==> config.mk <==
export PLATFORM = sky130hd
export DESIGN_NAME = pd_power_sequencer_flat
export DESIGN_NICKNAME = d
export VERILOG_FILES = /design/src/rtl/pd_power_sequencer_if.sv /design/src/rtl/pd_power_sequencer.sv /design/src/flat_wrapper.sv
export SDC_FILE = /design/constraint.sdc
export NUM_CORES = 1
export LEC_CHECK = 0
export CAP_MARGIN = 40
export CORE_MARGIN = 1.5
export CORE_UTILIZATION = 57
export CTS_CLUSTER_SIZE = 24
export DETAILED_ROUTE_END_ITERATION = 12
export GPL_TIMING_DRIVEN = 0
export PLACE_DENSITY = 0.82
export REMOVE_ABC_BUFFERS = 1
export SYNTH_ARGS = -nofsm -noshare
export SYNTH_HDL_FRONTEND = slang
export SYNTH_SLANG_ARGS = --single-unit
==> constraint.sdc <==
create_clock -name clk_i -period 4.6 [get_ports clk_i]
set_clock_uncertainty 0.05 [all_clocks]
set_input_delay 0.92 -clock clk_i [delete_from_list [all_inputs] [get_ports clk_i]]
set_output_delay 0.92 -clock clk_i [all_outputs]
set_load 0.005 [all_outputs]
==> src/rtl/pd_power_sequencer_if.sv <==
// Request handshake and domain-control bundle between a power manager and one
// power-gated domain sequencer.
interface pd_power_sequencer_if;
    logic       req_valid_i;
    logic       req_on_i;
    logic       req_ready_o;
    logic       switch_ack_i;
    logic       switch_o;
    logic       iso_o;
    logic       dom_rst_o;
    logic       clk_en_o;
    logic       done_o;
    logic       fault_o;
    logic       fault_clr_i;
    logic [3:0] state_o;

    modport slave (
        input  req_valid_i, req_on_i, switch_ack_i, fault_clr_i,
        output req_ready_o, switch_o, iso_o, dom_rst_o, clk_en_o, done_o, fault_o, state_o
    );

    modport master (
        output req_valid_i, req_on_i, switch_ack_i, fault_clr_i,
        input  req_ready_o, switch_o, iso_o, dom_rst_o, clk_en_o, done_o, fault_o, state_o
    );
endinterface

==> src/rtl/pd_power_sequencer.sv <==
// Power-down / power-up sequencer for one gated domain: switch, isolation, reset
// and clock-gate control with a synchronised switch acknowledge and ack timeout.
module pd_power_sequencer #(
    parameter int RESET_ON        = 1,
    parameter int CLK_WAIT        = 2,
    parameter int ISO_WAIT        = 2,
    parameter int RST_WAIT        = 4,
    parameter int ACK_TIMEOUT     = 32,
    parameter int ACK_SYNC_STAGES = 2
) (
    input  logic                clk_i,
    input  logic                rst_i,
    pd_power_sequencer_if.slave pif
);
    localparam int MAX_A = (CLK_WAIT > ISO_WAIT) ? CLK_WAIT : ISO_WAIT;
    localparam int MAX_B = (RST_WAIT > ACK_TIMEOUT) ? RST_WAIT : ACK_TIMEOUT;
    localparam int MAX_P = (MAX_A > MAX_B) ? MAX_A : MAX_B;
    localparam int CNT_W = $clog2(MAX_P + 1);

    localparam logic [CNT_W-1:0] CLK_LOAD = CNT_W'(CLK_WAIT - 1);
    localparam logic [CNT_W-1:0] ISO_LOAD = CNT_W'(ISO_WAIT - 1);
    localparam logic [CNT_W-1:0] RST_LOAD = CNT_W'(RST_WAIT - 1);
    localparam logic [CNT_W-1:0] TMO_LAST = CNT_W'(ACK_TIMEOUT - 1);
    localparam logic             RESET_LVL = (RESET_ON != 0);

    typedef enum logic [3:0] {
        ST_OFF     = 4'd0,
        ST_SW_ON   = 4'd1,
        ST_ISO_OFF = 4'd2,
        ST_CLK_ON  = 4'd3,
        ST_ON      = 4'd4,
        ST_CLK_OFF = 4'd5,
        ST_ISO_ON  = 4'd6,
        ST_RST_ON  = 4'd7,
        ST_SW_OFF  = 4'd8,
        ST_FAULT   = 4'd9
    } state_t;

    localparam state_t RESET_STATE = (RESET_ON != 0) ? ST_ON : ST_OFF;

    // Control vector {switch, iso, dom_rst, clk_en}; unknown codes fall back to the safe OFF pattern.
    function automatic logic [3:0] ctrl_decode(input state_t st);
        logic [3:0] v;
        case (st)
            ST_OFF:     v = 4'b0110;
            ST_SW_ON:   v = 4'b1110;
            ST_ISO_OFF: v = 4'b1010;
            ST_CLK_ON:  v = 4'b1011;
            ST_ON:      v = 4'b1001;
            ST_CLK_OFF: v = 4'b1000;
            ST_ISO_ON:  v = 4'b1100;
            ST_RST_ON:  v = 4'b1110;
            ST_SW_OFF:  v = 4'b0110;
            ST_FAULT:   v = 4'b0110;
            default:    v = 4'b0110;
        endcase
        return v;
    endfunction

    state_t                     state_r;
    state_t                     state_next;
    logic [ACK_SYNC_STAGES-1:0] sync_r;
    logic                       ack_s;
    logic [CNT_W-1:0]           wait_cnt_r;
    logic [CNT_W-1:0]           tmo_cnt_r;
    logic [CNT_W-1:0]           wait_load_val_s;
    logic                       wait_load_s;
    logic                       wait_zero_s;
    logic                       tmo_expired_s;
    logic                       done_next_s;
    logic [3:0]                 ctrl_r;
    logic                       ready_r;
    logic                       done_r;
    logic                       fault_r;

    assign ack_s         = sync_r[ACK_SYNC_STAGES-1];
    assign wait_zero_s   = (wait_cnt_r == '0);
    assign tmo_expired_s = (tmo_cnt_r == TMO_LAST);

    // Switch-ack synchroniser chain.
    always_ff @(posedge clk_i) begin
        if (rst_i) begin
            sync_r <= {ACK_SYNC_STAGES{RESET_LVL}};
        end else begin
            sync_r[0] <= pif.switch_ack_i;
            for (int i = 1; i < ACK_SYNC_STAGES; i++) begin
                sync_r[i] <= sync_r[i-1];
            end
        end
    end

    // State register.
    always_ff @(posedge clk_i) begin
        if (rst_i) begin
            state_r <= RESET_STATE;
        end else begin
            state_r <= state_next;
        end
    end

    // Next-state logic; a valid ack beats an expiring timeout in the same cycle.
    always_comb begin
        state_next      = state_r;
        wait_load_s     = 1'b0;
        wait_load_val_s = '0;
        done_next_s     = 1'b0;
        case (state_r)
            ST_OFF: begin
                if (pif.req_valid_i) begin
                    if (pif.req_on_i) begin
                        state_next = ST_SW_ON;
                    end else begin
                        done_next_s = 1'b1;
                    end
                end else begin
                    state_next = ST_OFF;
                end
            end
            ST_ON: begin
                if (pif.req_valid_i) begin
                    if (!pif.req_on_i) begin
                        state_next      = ST_CLK_OFF;
                        wait_load_s     = 1'b1;
                        wait_load_val_s = CLK_LOAD;
                    end else begin
                        done_next_s = 1'b1;
                    end
                end else begin
                    state_next = ST_ON;
                end
            end
            ST_CLK_OFF: begin
                if (wait_zero_s) begin
                    state_next      = ST_ISO_ON;
                    wait_load_s     = 1'b1;
                    wait_load_val_s = ISO_LOAD;
                end else begin
                    state_next = ST_CLK_OFF;
                end
            end
            ST_ISO_ON: begin
                if (wait_zero_s) begin
                    state_next = ST_RST_ON;
                end else begin
                    state_next = ST_ISO_ON;
                end
            end
            ST_RST_ON: begin
                state_next = ST_SW_OFF;
            end
            ST_SW_OFF: begin
                if (!ack_s) begin
                    state_next  = ST_OFF;
                    done_next_s = 1'b1;
                end else if (tmo_expired_s) begin
                    state_next = ST_FAULT;
                end else begin
                    state_next = ST_SW_OFF;
                end
            end
            ST_SW_ON: begin
                if (ack_s) begin
                    state_next      = ST_ISO_OFF;
                    wait_load_s     = 1'b1;
                    wait_load_val_s = ISO_LOAD;
                end else if (tmo_expired_s) begin
                    state_next = ST_FAULT;
                end else begin
                    state_next = ST_SW_ON;
                end
            end
            ST_ISO_OFF: begin
                if (wait_zero_s) begin
                    state_next      = ST_CLK_ON;
                    wait_load_s     = 1'b1;
                    wait_load_val_s = RST_LOAD;
                end else begin
                    state_next = ST_ISO_OFF;
                end
            end
            ST_CLK_ON: begin
                if (wait_zero_s) begin
                    state_next  = ST_ON;
                    done_next_s = 1'b1;
                end else begin
                    state_next = ST_CLK_ON;
                end
            end
            ST_FAULT: begin
                if (pif.fault_clr_i) begin
                    state_next = ST_OFF;
                end else begin
                    state_next = ST_FAULT;
                end
            end
            default: begin
                state_next = ST_FAULT;
            end
        endcase
    end

    // Phase wait counter: loaded on entry, counts down to zero and holds.
    always_ff @(posedge clk_i) begin
        if (rst_i) begin
            wait_cnt_r <= '0;
        end else if (wait_load_s) begin
            wait_cnt_r <= wait_load_val_s;
        end else if (!wait_zero_s) begin
            wait_cnt_r <= wait_cnt_r - CNT_W'(1);
        end else begin
            wait_cnt_r <= wait_cnt_r;
        end
    end

    // Ack timeout counter: held at zero outside the switch states, saturates at the limit.
    always_ff @(posedge clk_i) begin
        if (rst_i) begin
            tmo_cnt_r <= '0;
        end else if ((state_r != ST_SW_ON) && (state_r != ST_SW_OFF)) begin
            tmo_cnt_r <= '0;
        end else if (!tmo_expired_s) begin
            tmo_cnt_r <= tmo_cnt_r + CNT_W'(1);
        end else begin
            tmo_cnt_r <= tmo_cnt_r;
        end
    end

    // Output registers decoded from the upcoming state so they track state_r exactly.
    always_ff @(posedge clk_i) begin
        if (rst_i) begin
            ctrl_r  <= ctrl_decode(RESET_STATE);
            ready_r <= 1'b1;
            fault_r <= 1'b0;
            done_r  <= 1'b0;
        end else begin
            ctrl_r  <= ctrl_decode(state_next);
            ready_r <= (state_next == ST_ON) || (state_next == ST_OFF);
            fault_r <= (state_next == ST_FAULT);
            done_r  <= done_next_s;
        end
    end

    assign pif.switch_o    = ctrl_r[3];
    assign pif.iso_o       = ctrl_r[2];
    assign pif.dom_rst_o   = ctrl_r[1];
    assign pif.clk_en_o    = ctrl_r[0];
    assign pif.req_ready_o = ready_r;
    assign pif.done_o      = done_r;
    assign pif.fault_o     = fault_r;
    assign pif.state_o     = state_r;
endmodule

==> src/flat_wrapper.sv <==
// flat-port wrapper written by rule: the top's interface ports become plain ports
module pd_power_sequencer_flat 
#(
    parameter int RESET_ON        = 1,
    parameter int CLK_WAIT        = 2,
    parameter int ISO_WAIT        = 2,
    parameter int RST_WAIT        = 4,
    parameter int ACK_TIMEOUT     = 32,
    parameter int ACK_SYNC_STAGES = 2
)
  (clk_i, rst_i, pif_req_valid_i, pif_req_on_i, pif_switch_ack_i, pif_fault_clr_i, pif_req_ready_o, pif_switch_o, pif_iso_o, pif_dom_rst_o, pif_clk_en_o, pif_done_o, pif_fault_o, pif_state_o);
  pd_power_sequencer_if pif_i ();
  input  logic clk_i;
  input  logic rst_i;
  input wire logic [$bits(pif_i.req_valid_i)-1:0] pif_req_valid_i;
  input wire logic [$bits(pif_i.req_on_i)-1:0] pif_req_on_i;
  input wire logic [$bits(pif_i.switch_ack_i)-1:0] pif_switch_ack_i;
  input wire logic [$bits(pif_i.fault_clr_i)-1:0] pif_fault_clr_i;
  output wire logic [$bits(pif_i.req_ready_o)-1:0] pif_req_ready_o;
  output wire logic [$bits(pif_i.switch_o)-1:0] pif_switch_o;
  output wire logic [$bits(pif_i.iso_o)-1:0] pif_iso_o;
  output wire logic [$bits(pif_i.dom_rst_o)-1:0] pif_dom_rst_o;
  output wire logic [$bits(pif_i.clk_en_o)-1:0] pif_clk_en_o;
  output wire logic [$bits(pif_i.done_o)-1:0] pif_done_o;
  output wire logic [$bits(pif_i.fault_o)-1:0] pif_fault_o;
  output wire logic [$bits(pif_i.state_o)-1:0] pif_state_o;
  assign pif_i.req_valid_i = pif_req_valid_i;
  assign pif_i.req_on_i = pif_req_on_i;
  assign pif_i.switch_ack_i = pif_switch_ack_i;
  assign pif_i.fault_clr_i = pif_fault_clr_i;
  assign pif_req_ready_o = pif_i.req_ready_o;
  assign pif_switch_o = pif_i.switch_o;
  assign pif_iso_o = pif_i.iso_o;
  assign pif_dom_rst_o = pif_i.dom_rst_o;
  assign pif_clk_en_o = pif_i.clk_en_o;
  assign pif_done_o = pif_i.done_o;
  assign pif_fault_o = pif_i.fault_o;
  assign pif_state_o = pif_i.state_o;
  pd_power_sequencer #(.RESET_ON(RESET_ON), .CLK_WAIT(CLK_WAIT), .ISO_WAIT(ISO_WAIT), .RST_WAIT(RST_WAIT), .ACK_TIMEOUT(ACK_TIMEOUT), .ACK_SYNC_STAGES(ACK_SYNC_STAGES)) u_core (.clk_i(clk_i), .rst_i(rst_i), .pif(pif_i));
endmodule
==> summary.txt <==
Post-DP Area - 1450 sq um
worst skew pair latency - 0.32 ns
P&R area growth vs syn - 14.2%
setup bufs post-CTS - 0
first-pass GRT wire length - 4570 um
Slew HR - 57.9%
Initial Util - 59.5%
Worst Setup Path Type - reg -> out
Crit path largest cell delay - 0.75 ns
Die Wd - 50.6 um
deepest clock path buffer count - 2
Synth Area in XOR/XNOR - 4.07%
CP Cell Sequence - clkdlybuf4s50_1
syn_area_per_cell - 8.22 sq um
Top delay family on crit path - flip-flops
worst path arrival time - 1.69 ns
Seq cells post-synth - 25
largest net degree at the start of global routing - 22
vias per cell - 6.13
number of diodes - 0
gr busiest metal - met2
CTS tree - yes
Worst-Margin Slew - 0.630 ns
M3 GR Usage - 2.98%
flop-to-flop setup slack - 2.54 ns
Top FF cell, synth - dfxtp_1
WP data required - 3.63 ns
GPL Wtd Cong - 0.826
RR Startpoint - u_core.pif.state_o[2]
total I/O pin count - 17
r2r endpoint - u_core.ctrl_r[0]
crit path to - pif_state_o[2]
Row Count - 17
Hold Fails Final Rpt - 0
DR iter-0 viols - 33
hold buffer count at CTS - 0
GR Util met2 - 36.4%
crit path launch - u_core.pif.state_o[2]
# port buffers - 16
Worst path depth - 1
H-tree Lvls - 1
commonest non-fill, non-tap cells in the layout - 25 x dfxtp_1, 17 x nor2_1, 16 x clkdlybuf4s50_1
adder-cell share of the synthesized area - 1.94%
Ys Warns - 0
root buffer cell - clkbuf_4
main combinational cell family by area after synthesis - simple AND/OR/NAND/NOR gates
Die Area - 2560 sq um
grt total ovfl - 0
commonest non-fill, non-tap cell in the layout - dfxtp_1
Tmin final - 2.66 ns
Final Cell Area - 1480 sq um
number of flops mapped to enable cells by yosys - 0
routed wire length - 2660 um
# Max-Cap Violations - 0
Pleak - 0.542 nW
Slew Limit Fails - 0
layout cells sized above 1 - 7.78%
Sink Count - 25
synthesized area - 1290 sq um
post-synthesis simple-gate area fraction - 29.7%
Core ar. - 2170 sq um
Worst Hold Class - reg -> reg
GR Layer Usage met1 - 32.1%
Synth Area in Compound Gates - 19.0%
DR vias - 1195
pwr dens - 580 nW/um^2
CTS Buf Count - 3
PostCTS Resize Cnt - 0
Worst setup SP type - flop
FMAX - 0.376 GHz
setup TNS - 0 ns
sequential fraction of the synthesis area - 38.8%
DRT Pass-1 Iters - 4
Cells after Synth - 157
CP bufs+invs - 1
vias in the first global route - 1059
Reg2Reg Depth - 5
Crit Path Max Fanout - 21
worst vdd ir - 447 uV
asr flop ratio synth - 0%
RSZ-0062 raised after global routing - false
crit share post-route - 57.9%
fin nets - 176
Global Route Usage Sum - 23.0%
final core occ - 68.0%
ANT nets after route - 0
final setup fails - 0
antenna violations before repair - 0
hpwl dp - 1900 um
DRC - 0
CTS clk-pin slew, worst paths - 0.14 ns
status - complete, no violations
slowest stage cell, crit path - dfxtp_1
Unique masters post-synth - 44
Crit. End Element - output pin
die height - 50.6 um
drt wl/cell - 13.6 um
multiplexer area fraction after synthesis - 1.55%
-- final cells by class --
type	instances	area [sq um]
tap	28	35.0
fill	190	694
clock buffer	3	22.5
inverter	6	22.5
timing repair buffer	16	160
clock inverter	1	7.51
multi-input combinational	116	727
sequential	25	500
-- state kept, by name, indices dropped and copies added, names as in the netlist --
| register | cells |
|---|---|
| u_core.tmo_cnt_r | 6 |
| u_core.wait_cnt_r | 6 |
| u_core.ctrl_r | 4 |
| u_core.pif.state_o | 4 |
| u_core.sync_r | 2 |
| u_core.pif.done_o | 1 |
| u_core.pif.fault_o | 1 |
| u_core.pif.req_ready_o | 1 |
-- per-layer routing --
| metal | up-vias | share of wire (%) |
|---|---|---|
| li1 | 578 | - |
| met1 | 573 | 47 |
| met2 | 40 | 46 |
| met3 | 4 | 4.9 |
| met4 | 0 | 1.4 |
| met5 | - | 0 |
-- power breakdown --
group / internal (mW) / total, mW / switching, mW
combinational: 0.198 / 0.418 / 0.220
sequential: 0.266 / 0.336 / 0.0709
clock: 0.0333 / 0.100 / 0.0670
-- kinds of logic after synthesis --
| logic type | after synthesis |
|---|---|
| buffers and inverters | 16 |
| adders and majority gates | 2 |
| xor gates and xnor gates | 6 |
| muxes | 2 |
| AOI/OAI and AO/OA | 36 |
| DFF | 25 |
| and+or+nand+nor | 70 |
-- through the flow --
stage               power, mW  setup WS [ns]  cells  hold WS (ns)
floorplan               0.622           2.65    147         0.339
global placement        0.733           1.87    191         0.344
detailed placement      0.754           1.80    191         0.349
CTS                     0.853           1.95    195         0.381
global route            0.920           1.86    195         0.402
finish                  0.855           1.94    195         0.380
-- synth_stat cells (2+ instances only) --
library cell   n  share of area (%)
a21oi_1       11                4.3
a21oi_2        2                1.4
a31oi_1        2               0.97
buf_2          3                1.2
clkbuf_1       7                2.0
dfxtp_1       25                 39
ha_1           2                1.9
inv_1          6                1.7
mux2i_1        2                1.6
nand2_1       13                3.8
nand2b_1       3                1.5
nand3_1        2               0.78
nand4_1        4                1.9
nor2_1        17                4.9
nor2b_1        6                2.9
nor3_1         5                1.9
nor3b_1        3                1.7
nor4_1         2               0.97
o211ai_1       3                1.7
o21ai_0        6                2.3
o31ai_1        2                1.2
or2_2          2               0.97
or3_1          3                1.5
or4_1          2                1.2
xnor2_1        5                3.4
-- how the worst min path moves through the flow --
stage                                start          endpoint  slack, ns  cells after the start
final                     u_core.sync_r[0]  u_core.sync_r[1]       0.38                      1
after global routing      u_core.sync_r[0]  u_core.sync_r[1]       0.40                      1
after CTS                 u_core.sync_r[0]  u_core.sync_r[1]       0.38                      1
after detailed placement  u_core.sync_r[0]  u_core.sync_r[1]       0.35                      1
after global placement    u_core.sync_r[0]  u_core.sync_r[1]       0.34                      1
after floorplan           u_core.sync_r[0]  u_core.sync_r[1]       0.34                      1
Note: power is estimated with default switching activity, not from simulation.
